--- src/rtl/conbus_pkg.sv ---
// Shared constants and helpers for the 8-master Wishbone interconnect.
package conbus_pkg;

    localparam int NMASTERS        = 8;
    localparam int IDX_W           = 3;
    localparam int DEFAULT_TIMEOUT = 1024;

    // Highest set bit wins, so a malformed grant still maps to a stable index.
    function automatic logic [IDX_W-1:0] onehot_to_idx(input logic [NMASTERS-1:0] oh);
        logic [IDX_W-1:0] idx;
        idx = '0;
        for (int i = 0; i < NMASTERS; i++) begin
            if (oh[i]) idx = IDX_W'(i);
        end
        return idx;
    endfunction

endpackage

--- src/rtl/conbus_wdt.sv ---
// Bus watchdog: counts stalled strobe cycles, fires a one-cycle abort and
// records how many aborts happened and which master caused the last one.
module conbus_wdt
    import conbus_pkg::*;
#(
    parameter int TIMEOUT = DEFAULT_TIMEOUT,
    parameter int CNT_W   = 11
) (
    input  logic             clk,
    input  logic             rst_n,
    input  logic             stb,
    input  logic             ack,
    input  logic             err,
    input  logic             gnt_changed,
    input  logic [IDX_W-1:0] g,
    output logic             wdt_fire,
    output logic [7:0]       wdt_cnt,
    output logic [IDX_W-1:0] wdt_last
);

    logic [CNT_W-1:0] cnt;
    logic             stalled;

    assign stalled = stb & ~ack & ~err & ~gnt_changed;

    always_ff @(posedge clk or negedge rst_n) begin
        if (!rst_n) begin
            cnt      <= '0;
            wdt_fire <= 1'b0;
            wdt_cnt  <= '0;
            wdt_last <= '0;
        end else begin
            wdt_fire <= 1'b0;
            if (stalled) begin
                // Firing on the TIMEOUT-th stalled cycle ends the transfer
                // exactly TIMEOUT cycles after the strobe rose.
                if (cnt == CNT_W'(TIMEOUT - 1)) begin
                    wdt_fire <= 1'b1;
                    cnt      <= '0;
                end else begin
                    cnt <= cnt + 1'b1;
                end
            end else begin
                cnt <= '0;
            end

            if (wdt_fire) begin
                wdt_last <= g;
                if (wdt_cnt != 8'hFF) wdt_cnt <= wdt_cnt + 8'd1;
            end
        end
    end

endmodule

--- src/rtl/conbus_mmux.sv ---
// Master-side mux of the shared Wishbone bus: builds arbiter requests, routes
// the granted master to the slave bus and returns ack/err, with watchdog masking.
module conbus_mmux
    import conbus_pkg::*;
#(
    parameter int ADR_W   = 32,
    parameter int DAT_W   = 32,
    parameter int TIMEOUT = DEFAULT_TIMEOUT,
    parameter int CNT_W   = 11
) (
    input  logic                         sys_clk,
    input  logic                         sys_rst_n,
    input  logic [NMASTERS*ADR_W-1:0]    m_adr,
    input  logic [NMASTERS*DAT_W-1:0]    m_dat_w,
    input  logic [NMASTERS*DAT_W/8-1:0]  m_sel,
    input  logic [NMASTERS-1:0]          m_we,
    input  logic [NMASTERS-1:0]          m_cyc,
    input  logic [NMASTERS-1:0]          m_stb,
    output logic [DAT_W-1:0]             m_dat_r,
    output logic [NMASTERS-1:0]          m_ack,
    output logic [NMASTERS-1:0]          m_err,
    output logic [NMASTERS-1:0]          req,
    input  logic [NMASTERS-1:0]          gnt,
    output logic [ADR_W-1:0]             s_adr,
    output logic [DAT_W-1:0]             s_dat_w,
    output logic [DAT_W/8-1:0]           s_sel,
    output logic                         s_we,
    output logic                         s_cyc,
    output logic                         s_stb,
    input  logic [DAT_W-1:0]             s_dat_r,
    input  logic                         s_ack,
    input  logic                         s_err,
    output logic [7:0]                   wdt_cnt,
    output logic [IDX_W-1:0]             wdt_last
);

    localparam int SEL_W = DAT_W / 8;

    logic [NMASTERS-1:0] mask;
    logic [NMASTERS-1:0] gnt_q;
    logic [NMASTERS-1:0] mask_set;
    logic                gnt_ok;
    logic                gnt_changed;
    logic                wdt_fire;
    logic [IDX_W-1:0]    g;

    assign gnt_ok      = ($countones(gnt) == 1);
    assign g           = onehot_to_idx(gnt);
    assign gnt_changed = (gnt != gnt_q);

    assign req     = m_cyc & ~mask;
    assign m_dat_r = s_dat_r;

    // Forward path: everything stays zero unless the grant is a clean one-hot.
    always_comb begin
        s_adr   = '0;
        s_dat_w = '0;
        s_sel   = '0;
        s_we    = 1'b0;
        s_cyc   = 1'b0;
        s_stb   = 1'b0;
        if (gnt_ok) begin
            s_adr   = m_adr[int'(g)*ADR_W +: ADR_W];
            s_dat_w = m_dat_w[int'(g)*DAT_W +: DAT_W];
            s_sel   = m_sel[int'(g)*SEL_W +: SEL_W];
            s_we    = m_we[g];
            s_cyc   = m_cyc[g] & ~mask[g];
            s_stb   = m_cyc[g] & ~mask[g] & m_stb[g] & ~wdt_fire;
        end
    end

    // A watchdog abort overrides a late slave ack, which is dropped.
    always_comb begin
        m_ack = '0;
        m_err = '0;
        if (gnt_ok) begin
            if (s_ack && !wdt_fire) m_ack = gnt;
            if (s_err || wdt_fire)  m_err = gnt;
        end
    end

    assign mask_set = (wdt_fire && gnt_ok) ? gnt : '0;

    // A mask holds only while the offending master keeps cyc asserted.
    always_ff @(posedge sys_clk or negedge sys_rst_n) begin
        if (!sys_rst_n) begin
            mask  <= '0;
            gnt_q <= '0;
        end else begin
            mask  <= (mask | mask_set) & m_cyc;
            gnt_q <= gnt;
        end
    end

    conbus_wdt #(
        .TIMEOUT (TIMEOUT),
        .CNT_W   (CNT_W)
    ) u_wdt (
        .clk         (sys_clk),
        .rst_n       (sys_rst_n),
        .stb         (s_stb),
        .ack         (s_ack),
        .err         (s_err),
        .gnt_changed (gnt_changed),
        .g           (g),
        .wdt_fire    (wdt_fire),
        .wdt_cnt     (wdt_cnt),
        .wdt_last    (wdt_last)
    );

endmodule

--- config.mk ---
export PLATFORM = sky130hd
export DESIGN_NAME = conbus_mmux
export DESIGN_NICKNAME = d
export VERILOG_FILES = /design/src/rtl/conbus_pkg.sv /design/src/rtl/conbus_wdt.sv /design/src/rtl/conbus_mmux.sv
export SDC_FILE = /design/constraint.sdc
export NUM_CORES = 1
export LEC_CHECK = 0
export CAP_MARGIN = 10
export CORE_AREA = 3 3 289 291
export CTS_CLUSTER_SIZE = 10
export DETAILED_ROUTE_END_ITERATION = 10
export DIE_AREA = 0 0 292 294
export DONT_BUFFER_PORTS = 1
export GPL_ROUTABILITY_DRIVEN = 1
export PLACE_DENSITY = 0.31
export SYNTH_ARGS = -nofsm -noshare
export SYNTH_HDL_FRONTEND = slang
export SYNTH_SLANG_ARGS = --single-unit
--- constraint.sdc ---
create_clock -name sys_clk -period 17.7 [get_ports sys_clk]
set_clock_uncertainty 0.15 [all_clocks]
set_input_delay 5.31 -clock sys_clk [delete_from_list [all_inputs] [get_ports sys_clk]]
set_output_delay 5.31 -clock sys_clk [all_outputs]
set_load 0.05 [all_outputs]
==> reports/metrics.csv <==
metric;value;unit
Post-synth ARST share;1.00;
Post-Route Setup TNS;0;ns
Initial Util;0.0949;
die area;85800;um2
drt via density;4.33;
total power;0.613;mW
largest net degree at the start of global routing;139;
min Tclk post-route;15.67;ns
Worst Setup End Kind;output port;
H-tree Lvls;2;
Synth top area share;0.145;
root buf cell;clkbuf_16;
Clk pwr share;0.145;
EDFF count, synth;0;
Fin. Hold Viols;0;
share of layout cells above drive strength 1;0.226;
Post-Syn Area per Cell;7.09;um2
Worst VDD drop;0.0376;mV
HP Class;reg2reg;
post-synthesis instance total;1081;
post-synthesis sequential area ratio;0.127;
RSZ-0062 raised after global routing;no;
Port-buffer cells;0;
top-count cell post-synth;nand2_1;
CTS Hold Bufs;0;
mapped cell area;7670;um2
DR pass1 iterations;5;
Crit path arrival time;10.21;ns
detailed-route DRC error count;0;
final setup violating endpoints;0;
Sw Ratio;0.601;
CTS clk-pin slew, worst paths;0.06;ns
power per cell area;68.6;nW/um2
Hold Path Stages;1;
final core occ;0.111;
compound-cell area share of the yosys netlist;0.364;
Std-Cell Rows;104;
die height;294;um
synth unique cells;54;
Seq cells post-synth;39;
GP Congestion;0.925;
grt total ovfl;0;
largest family of logic cells by synthesized area;compound AO/OA/AOI/OAI gates;
Syn. warnings;0;
CTS tree;yes;
FF-to-FF setup slack;14.87;ns
gr usage total;0.115;
initial antenna violation count;23;
area growth from synthesis to layout;16.5;%
Die X-Extent;292;um
clock sink total;39;
syn_nets;1702;
crit share post-route;0.886;
Worst Tran Pin Value;1.18;ns
sequential share of power;0.148;
Simple-Gate Fraction of Synth Area;0.253;
core area;80800;um2
Via Count;8871;
Setup crit start kind;primary input;
hold path endpoint;mask[5]$_DFF_PN0_;
Max clock buf depth;2;
routed len/inst;26.7;um
Fmax;63.8;MHz
combinational power share;0.707;
post-synthesis mux area share;0.105;
WL final;54.8;mm
antenna viol nets, final;0;
Switch Pwr;0.368;mW
crit path max fanout;36;
first-pass GRT wire length;71.3;mm
Worst R2R Path Depth;5;
max-cap check violation count;0;
ranking of synthesized cells by area;a211oi_1 14%, dfrtp_1 13%, and3_1 12%, mux2_2 10%, a31o_2 7.9%;
Max-slew headroom;0.224;
clock latency on the worst-skew pair;0.28;ns
CTS Buf Count;5;
DP Wirelength;43.0;mm
Internal;0.244;mW
synth cell count leaders;154 x nand2_1, 148 x a211oi_1, 147 x and3_1, 97 x clkbuf_1, 71 x o21ai_0;
slack of the critical path;2.03;ns
P_leak;3.17;nW
Reg2Reg Capture Point;u_wdt.cnt[2]$_DFF_PN0_;
CP Class;in2out;
status;complete, no violations;
CP required;12.24;ns
post-CTS setup buffer count;0;
vias in the first global route;8811;
ys flop type;dfrtp_1;
Placement Setup Slack;1.93;ns
post_cts resized;0;
Synth Area in Adders;0.0186;
RR Startpoint;mask[5]$_DFF_PN0_;
xor/xnor share of the synthesized area;0.0263;
I/O pin total;750;
initial drt markers;651;
hold wc startpoint;mask[5]$_DFF_PN0_;
Final #Nets;1589;
Pins Over Slew Limit;0;
dominant cell type by area after synthesis;a211oi_1;
==> worst max-delay path by stage <==
stage	to	startpoint	cells after the start	slack, ns
after floorplan	s_adr[0]	gnt[0]	16	2.69
after global placement	s_dat_w[5]	gnt[0]	14	1.98
after detailed placement	s_dat_w[5]	gnt[0]	14	1.93
after CTS	s_dat_w[5]	gnt[0]	14	1.93
after global routing	s_dat_w[5]	gnt[0]	14	1.78
final	s_dat_w[5]	gnt[0]	14	2.03
==> placed cells by master, fill, tap and decap left out, types with 5 or more instances in the layout <==
cell type	synthesis	routed
nor3_1	10	6
o21ai_0	71	71
mux2_2	69	69
buf_4	34	30
dfrtp_1	39	39
o21a_1	9	8
o22ai_1	69	52
nand3_1	7	7
nor2_1	17	17
diode_2	0	20
xor2_1	8	8
ha_1	5	5
and2_1	10	10
nand2_1	154	153
nor2b_1	9	9
xnor2_1	15	15
inv_1	15	14
a31o_2	69	69
nand4_1	10	10
o22ai_2	0	17
clkbuf_16	0	5
a211oi_1	148	146
and3_1	147	147
==> layout make-up <==
class / instances / area [um2]
inverter: 15 / 58.8
multi-input combinational: 871 / 6060
clock buffer: 7 / 133
tap: 1060 / 1330
timing repair buffer: 36 / 328
sequential: 39 / 976
clock inverter: 1 / 5.00
fill: 9405 / 71900
antenna: 20 / 50.0
==> registers in the layout, indices dropped and copies added, names as in the netlist <==
register / cells
u_wdt.wdt_last: 3
u_wdt.wdt_fire: 1
mask: 8
u_wdt.wdt_cnt: 8
gnt_q: 8
u_wdt.cnt: 11
==> power by group through the flow <==
stage | Clock, mW | Combinational (mW) | Sequential (mW)
after floorplan | 0 | 0.323 | 0.0921
after global placement | 0 | 0.441 | 0.0921
after detailed placement | 0 | 0.442 | 0.0921
after CTS | 0.0925 | 0.442 | 0.0905
after global routing | 0.0956 | 0.463 | 0.0905
final | 0.0891 | 0.433 | 0.0905
==> critical path: stages <==
cell and delay (ns):
inv_1 0.05, fa_1 0.57, fa_1 0.44, fa_1 0.45, inv_1 0.07, ha_1 0.16
inv_1 0.06, fa_1 0.44, a211oi_1 0.25, mux2i_1 0.19, or3_4 0.62, buf_4 0.37
a31o_2 0.29, o22ai_1 0.87
==> per-stage QoR <==
step | cell area [um2] | std cells | hold WS [ns]
after CTS | 8890 | 2029 | 0.344
after floorplan | 7670 | 1081 | 0.314
final | 8940 | 2049 | 0.339
after global placement | 8750 | 2021 | 0.322
after detailed placement | 8750 | 2021 | 0.330
after global routing | 8930 | 2045 | 0.360
==> per-layer routing <==
metal	GRT usage	vias up	wire length (um)	share of wire
li1	-	3878	-	-
met2	0.191	638	25800	0.47
met4	0.0521	2	2550	0.047
met3	0.0302	96	4970	0.091
met1	0.140	4257	21500	0.39
met5	0	-	9	0.00016
==> cell families after synthesis <==
logic type                 Yosys count
AOI/OAI and AO/OA                  389
xor gates and xnor gates            23
adders and majority gates            9
buffers and inverters              171
DFF                                 39
muxes                               72
and+or+nand+nor                    378
Note: power is estimated with default switching activity, not from simulation.
